File: config.mk
export PLATFORM = sky130hd
export DESIGN_NAME = hamming_secded_rx
export DESIGN_NICKNAME = d
export VERILOG_FILES = /design/src/rtl/hamming_secded_rx.sv
export SDC_FILE = /design/constraint.sdc
export NUM_CORES = 1
export LEC_CHECK = 0
export CAP_MARGIN = 0
export CORE_ASPECT_RATIO = 0.75
export CORE_UTILIZATION = 40
export CTS_CLUSTER_SIZE = 16
export DETAILED_ROUTE_END_ITERATION = 6
export SYNTH_ARGS = -nofsm -noshare
export SYNTH_HDL_FRONTEND = slang
export SYNTH_SLANG_ARGS = --single-unit
File: constraint.sdc
create_clock -name CLK -period 6.1 [get_ports CLK]
set_input_delay 1.22 -clock CLK [delete_from_list [all_inputs] [get_ports CLK]]
set_output_delay 1.22 -clock CLK [all_outputs]
set_load 0.01 [all_outputs]
File: src/rtl/hamming_secded_rx.sv
// Serial SECDED(8,4) receive decoder: deserialises one codeword,
// corrects single errors and strobes LOAD with the nibble.
module hamming_secded_rx #(
    parameter logic DBL_LOAD = 1'b0
) (
    input  logic       CLK,
    input  logic       CLR,
    input  logic       EN,
    input  logic       SIN,
    input  logic       SVALID,
    input  logic       SOW,
    output logic [3:0] DATA,
    output logic       LOAD,
    output logic [2:0] SYN,
    output logic       ERR_COR,
    output logic       ERR_DBL,
    output logic       BUSY,
    output logic       DROP
);

    localparam logic [1:0] S_IDLE  = 2'd0;
    localparam logic [1:0] S_SHIFT = 2'd1;
    localparam logic [1:0] S_DEC   = 2'd2;

    logic [1:0] state_q, state_d;
    logic [2:0] cnt_q, cnt_d;
    logic [7:0] word_q, word_d;
    logic [3:0] data_q, data_d;
    logic [2:0] syn_q, syn_d;
    logic       cor_q, cor_d;
    logic       dbl_q, dbl_d;
    logic       load_q, load_d;
    logic       drop_q, drop_d;

    logic [2:0] syn;
    logic       q;
    logic       dbl;
    logic [7:0] fix;
    logic [3:0] nib;

    // word_q[i] holds codeword position i+1
    always_comb begin
        syn[0] = word_q[0] ^ word_q[2] ^ word_q[4] ^ word_q[6];
        syn[1] = word_q[1] ^ word_q[2] ^ word_q[5] ^ word_q[6];
        syn[2] = word_q[3] ^ word_q[4] ^ word_q[5] ^ word_q[6];
        q      = ^word_q;
        dbl    = (syn != 3'd0) && !q;
        fix    = word_q;
        if (syn != 3'd0 && q) begin
            fix[syn - 3'd1] = ~word_q[syn - 3'd1];
        end
        nib = {fix[6], fix[5], fix[4], fix[2]};
    end

    always_comb begin
        state_d = state_q;
        cnt_d   = cnt_q;
        word_d  = word_q;
        data_d  = data_q;
        syn_d   = syn_q;
        cor_d   = cor_q;
        dbl_d   = dbl_q;
        drop_d  = drop_q;
        load_d  = 1'b0;
        if (EN) begin
            case (state_q)
                S_IDLE: begin
                    if (SVALID && SOW) begin
                        word_d[0] = SIN;
                        cnt_d     = 3'd1;
                        state_d   = S_SHIFT;
                    end else if (SVALID) begin
                        drop_d = 1'b1;
                    end
                end
                S_SHIFT: begin
                    if (SVALID && SOW) begin
                        word_d[0] = SIN;
                        cnt_d     = 3'd1;
                    end else if (SVALID) begin
                        word_d[cnt_q] = SIN;
                        cnt_d         = cnt_q + 3'd1;
                        if (cnt_q == 3'd7) begin
                            state_d = S_DEC;
                        end
                    end
                end
                S_DEC: begin
                    if (SVALID) begin
                        drop_d = 1'b1;
                    end
                    syn_d = syn;
                    cor_d = q;
                    dbl_d = dbl;
                    if (!dbl || DBL_LOAD) begin
                        data_d = nib;
                        load_d = 1'b1;
                    end
                    cnt_d   = 3'd0;
                    state_d = S_IDLE;
                end
                default: begin
                    cnt_d   = 3'd0;
                    state_d = S_IDLE;
                end
            endcase
        end
    end

    always_ff @(posedge CLK or posedge CLR) begin
        if (CLR) begin
            state_q <= S_IDLE;
            cnt_q   <= 3'd0;
            word_q  <= 8'd0;
            data_q  <= 4'd0;
            syn_q   <= 3'd0;
            cor_q   <= 1'b0;
            dbl_q   <= 1'b0;
            load_q  <= 1'b0;
            drop_q  <= 1'b0;
        end else begin
            state_q <= state_d;
            cnt_q   <= cnt_d;
            word_q  <= word_d;
            data_q  <= data_d;
            syn_q   <= syn_d;
            cor_q   <= cor_d;
            dbl_q   <= dbl_d;
            load_q  <= load_d;
            drop_q  <= drop_d;
        end
    end

    assign DATA    = data_q;
    assign LOAD    = load_q;
    assign SYN     = syn_q;
    assign ERR_COR = cor_q;
    assign ERR_DBL = dbl_q;
    assign BUSY    = (state_q != S_IDLE);
    assign DROP    = drop_q;

endmodule

# Word level (Yosys, flattened, before mapping)
# Index checks and enable logic that the tools add are counted.
# totals
register_bits	24
out_inout_bits	12
# op_classes
reduce_logical	19
n_eq_ne	9
n_bitwise	12
order_cmp	4
n_addsub	2
muxes	28
# ops
operator	n
bitwise mux 8 bit	2
2-to-1 mux 1 bit	11
!= test 2 bit, second input constant	5
2-to-1 mux 3 bit	3
AND reduction 3 bit	3
bitwise XOR 1 bit	9
less-than comparator 3 x 4 -> 1 bit, second input constant	2
2-to-1 mux 2 bit	4
AND reduction 4 bit	2
XOR reduction 8 bit	1
2-to-1 mux 7 bit	1
demux 1 bit (select 3 bit)	2
greater-or-equal comparator 3 x 1 -> 1 bit, second input constant	2
one-hot mux 3 bit (2 select lines)	1
nonzero test 2 bit	3
logical AND 1 bit	5
AND reduction 5 bit	1
one-hot mux 1 bit (2 select lines)	2
one-hot mux 2 bit (2 select lines)	1
adder 3 x 1 -> 3 bit, second input constant	1
binary-select mux 1 bit (select 3 bit)	1
== test 3 bit, second input constant	1
!= test 3 bit, second input constant	1
NOT 1 bit	3
7 further kinds	7

# Depth between registers and ports, before layout
# depth
word_depth	10
depth_mapped	10
depth_no_buf	9

# Least setup slack after synthesis
# OpenSTA, ideal clock, no wires.
# synth_path
kind	input port to flip-flop
from	in SOW
to	reg word_q[2]
n_path_buf	0
setup_slack_ns	3.820
stages	4
t_arrival_ns	2.155
cell_sequence	nor2_1 -> nor4b_1 -> nand3_1 -> mux2_2
# synth_via
elab_chain_len	3
# synth_lines
element	line	text
from (decl)	11	input logic SOW,
logical AND 1 bit	77	if (SVALID && SOW) begin
NOT 1 bit (no line)	-	
AND reduction 4 bit (no line)	-	
to (signal assigned)	124	word_q <= word_d;
to (decl)	27	logic [7:0] word_q, word_d;
# No other way between the ends.
# A chain may end at the register's enable or synchronous reset.

# Worst setup path in the final report
# Ends and elaborated chain as after synthesis.

==> results.rst <==
.. list-table::
   :header-rows: 1

   * - Metric
     - Value
   * - Top layer reached by signal wires
     - met4
   * - Number of max-slew violations in the final report
     - 0
   * - Peak supply drop
     - 0.000189 V
   * - Port Buf Inserts
     - 17
   * - Switching Power
     - 0.449 mW
   * - Inserted Diodes
     - 0
   * - Period minus WS final
     - 2.81 ns
   * - Final net count
     - between 150 and 200
   * - Maximum clock frequency
     - 356 MHz
   * - CTS sink count
     - 24
   * - Final sum of negative setup slack
     - 0 ns
   * - Net switching share of the total power
     - 46.6%
   * - Pin count of the biggest net entering global routing
     - 25
   * - Die Outline Area
     - 4040 um^2
   * - Relative contribution of combinational cells to total power
     - between 60% and 70%
   * - Crit share post-route
     - 46.0%
   * - Final standard cell count with taps included and fillers excluded
     - 218
   * - Sum of routed wire segments on met1
     - 1540 um
   * - Netlist area before placement
     - ~1500 um^2
   * - Tot GR Track Use
     - 16.7%
   * - Maximum clock skew at final layout
     - 0.00208 ns
   * - Synth async-reset ratio
     - 100%
   * - Yosys warning total
     - 0
   * - Number of remaining DRC errors
     - 0
   * - Crit Path Category
     - input pin to flop
   * - Hold violation count in the final report
     - 0
   * - Cell at the slowest stage of the critical path
     - sky130_fd_sc_hd__nor4b_1
   * - Number of antenna violations at the first check in global routing
     - 0
   * - Share of layout cells above drive strength 1
     - 17.9%
   * - CP arrival
     - around 3.0 ns
   * - Unrepaired setup endpoints after global routing
     - no
   * - Part of the total power dissipated in sequential elements
     - 27.8%
   * - Share of synthesized area occupied by flip-flops and latches
     - between 30% and 40%
   * - Hold bufs inserted after CTS
     - 0
   * - Post-detailed-route wirelength per cell
     - 13.5 um
   * - Commonest non-fill, non-tap cell in the layout
     - sky130_fd_sc_hd__dfrtp_1
   * - Internal Dissipation
     - 0.515 mW
   * - Result of the run
     - finished clean
   * - Post-Syn Instances
     - 151
   * - Setup Viol. Count Final
     - 0
   * - Worst hold-check path type
     - flop to flop
   * - Worst Hold Path Cells
     - 2
   * - Initial Utilization
     - 43.9%
   * - Peak fanout along the critical path
     - 6
   * - Post-CTS Setup Bufs
     - 0
   * - TritonCTS clock tree
     - yes
   * - Average cell area after synthesis
     - ~10 um^2
   * - Via count
     - approximately 1100
   * - Number of antenna-violating nets in the routed design
     - 0
   * - Filler Cell Count
     - 320
   * - Count of state elements after synthesis
     - 24
   * - Slowest Stage Delay on Critical Path
     - 0.54 ns
   * - Initial drt markers
     - 78
   * - Total clock buffers created by CTS
     - 3
   * - Leakage power summed over all cells
     - ~0.75 nW
   * - Count of cell types in the netlist
     - 38
   * - Clock Tree Buf Depth
     - 2
   * - Number of violations of the max-capacitance limit
     - 0
   * - Initial DRT Pass Iterations
     - 4
   * - Vias in the first global route
     - 1062
   * - Clock Pin Slew Worst Setup and Hold Paths
     - 0.08 ns
   * - Ordered list of cells on the worst path
     - clkdlybuf4s50_1, nor2_1, nor4b_1, nand3_1, mux2_2
   * - Worst slew margin relative to its limit
     - 39.0%
   * - Fraction of power consumed by the clock network
     - approximately 11%
   * - Top library cells by usage in the layout, fill and taps aside
     - 24 x sky130_fd_sc_hd__dfrtp_1, 23 x sky130_fd_sc_hd__nand2_1, 17 x sky130_fd_sc_hd__clkdlybuf4s50_1
   * - PD cells
     - roughly 540 nW/um^2
   * - Worst skew pair latency
     - 0.26 ns
   * - Primary FF master, synth
     - sky130_fd_sc_hd__dfrtp_1
   * - Number of cells on the worst reg-to-reg path
     - 7
   * - Width of the die
     - 73.0 um
   * - Required time worst endpoint
     - 6.26 ns
   * - Gp weighted congestion
     - 0.915
   * - Number of flops mapped to enable cells by yosys
     - 0
   * - Area inside the core boundary
     - 3450 um^2
   * - Boundary Pins
     - 18
   * - Number of cell rows
     - 18
   * - WL final
     - slightly below 3000 um
   * - Setup Slack @ Placement
     - 3.06 ns
   * - Overall die height
     - 55.3 um
   * - Worst slew pin tran
     - 0.914 ns
   * - Area overhead of the layout relative to synthesis
     - 16.9%
   * - Wire length on met3
     - roughly 120 um
   * - Total grt overflow
     - 0
   * - Number of nets produced by synthesis
     - 160
   * - Global-route wire length before repair
     - 5150 um
   * - Clock H-tree levels
     - 1
   * - Cell count after placement
     - between 200 and 250
   * - Capturing element type of the critical path
     - flop
   * - CP startpoint kind
     - input pin
   * - Smallest setup slack after layout
     - 3.29 ns
   * - Length of routed met2 wiring
     - roughly 1300 um
   * - CTS Root Cell
     - sky130_fd_sc_hd__clkbuf_8
   * - Final HPWL DP
     - roughly 2200 um
   * - CTS resizes
     - 0
   * - Vias per Instance
     - approximately 5.2
## sequential cells by signal, indices dropped and copies added (netlist names)
signal,count
DATA,4
DROP,1
ERR_COR,1
ERR_DBL,1
LOAD,1
SYN,3
cnt_q,3
state_q,2
word_q,8
## cell usage after synthesis (2+ instances only)
library cell | n | area share, %
sky130_fd_sc_hd__xnor2_2 | 5 | 5.4
sky130_fd_sc_hd__or2_2 | 2 | 0.83
sky130_fd_sc_hd__a31oi_1 | 2 | 0.83
sky130_fd_sc_hd__dfrtp_1 | 24 | 40
sky130_fd_sc_hd__nor4_1 | 2 | 0.83
sky130_fd_sc_hd__a21o_1 | 2 | 0.99
sky130_fd_sc_hd__xor2_2 | 2 | 2.1
sky130_fd_sc_hd__o31ai_1 | 2 | 0.99
sky130_fd_sc_hd__ha_1 | 3 | 2.5
sky130_fd_sc_hd__nand2_1 | 23 | 5.7
sky130_fd_sc_hd__a21oi_1 | 4 | 1.3
sky130_fd_sc_hd__mux2i_1 | 3 | 2.0
sky130_fd_sc_hd__xor2_1 | 2 | 1.2
sky130_fd_sc_hd__o21ai_0 | 10 | 3.3
sky130_fd_sc_hd__mux2_2 | 9 | 6.7
sky130_fd_sc_hd__nor3_1 | 7 | 2.3
sky130_fd_sc_hd__buf_4 | 2 | 0.99
sky130_fd_sc_hd__xnor2_1 | 5 | 2.9
sky130_fd_sc_hd__and3_1 | 2 | 0.83
sky130_fd_sc_hd__nor2_1 | 8 | 2.0
sky130_fd_sc_hd__nor4b_1 | 2 | 1.2
sky130_fd_sc_hd__nand3_1 | 9 | 3.0
sky130_fd_sc_hd__inv_1 | 6 | 1.5
## power by group through the flow
stage	Clock (mW)	Sequential [mW]	Combinational [mW]
after floorplan	0	0.236	0.508
after global placement	0	0.272	0.576
after detailed placement	0	0.272	0.584
after CTS	0.111	0.269	0.586
after global routing	0.119	0.277	0.651
final	0.108	0.269	0.588
## through the flow
step / area [um^2] / hold WS, ns / util (%) / total power, mW
final: 1770 / 0.491 / 51.4 / 0.965
after global routing: 1770 / 0.512 / 51.4 / 1.05
after CTS: 1770 / 0.497 / 51.4 / 0.966
after detailed placement: 1720 / 0.477 / 49.8 / 0.857
after global placement: 1720 / 0.444 / 49.8 / 0.848
after floorplan: 1510 / 0.493 / - / 0.745
## final timing paths
path / from / to / slack [ns]
max in group asynchronous: CLR / DATA[2] / 4.08
min: DATA[3] / DATA[3] / 0.49
max: SOW / word_q[2] / 3.29
min reg2reg: DATA[3] / DATA[3] / 0.49
min in group asynchronous: CLR / cnt_q[0] / 1.46
max reg2reg: word_q[2] / DATA[3] / 3.66
## per-layer routing
layer	GRT usage, %	vias up
met3	4.56	4
met1	26.4	534
met4	3.36	0
met2	22.4	24
li1	-	563
met5	0	-
## final cells by class
class | count | area (um^2) | share of cell area, %
multi-input combinational | 116 | 856 | 48.3
sequential | 24 | 601 | 33.9
timing repair buffer | 17 | 170 | 9.61
tap | 50 | 62.6 | 3.53
clock buffer | 4 | 55.1 | 3.11
inverter | 7 | 26.3 | 1.48
## critical path, delay by kind of cell
family	cells	cell delay, ns
AND/OR/NAND/NOR	3	0.95
multiplexers	1	0.30
buffers and inverters	1	0.50
## logic make-up (layout without fill, tap and decap cells)
family                     count (synthesis)  count (layout)  share of synthesized area, %
AOI/OAI and AO/OA                         27              27                          12.6
xor gates and xnor gates                  15              15                          13.4
adders and majority gates                  3               3                          2.48
buffers and inverters                     11              28                          3.80
DFF                                       24              24                          39.7
muxes                                     12              12                          8.68
and+or+nand+nor                           59              59                          19.4
Note: power is estimated with default switching activity, not from simulation.
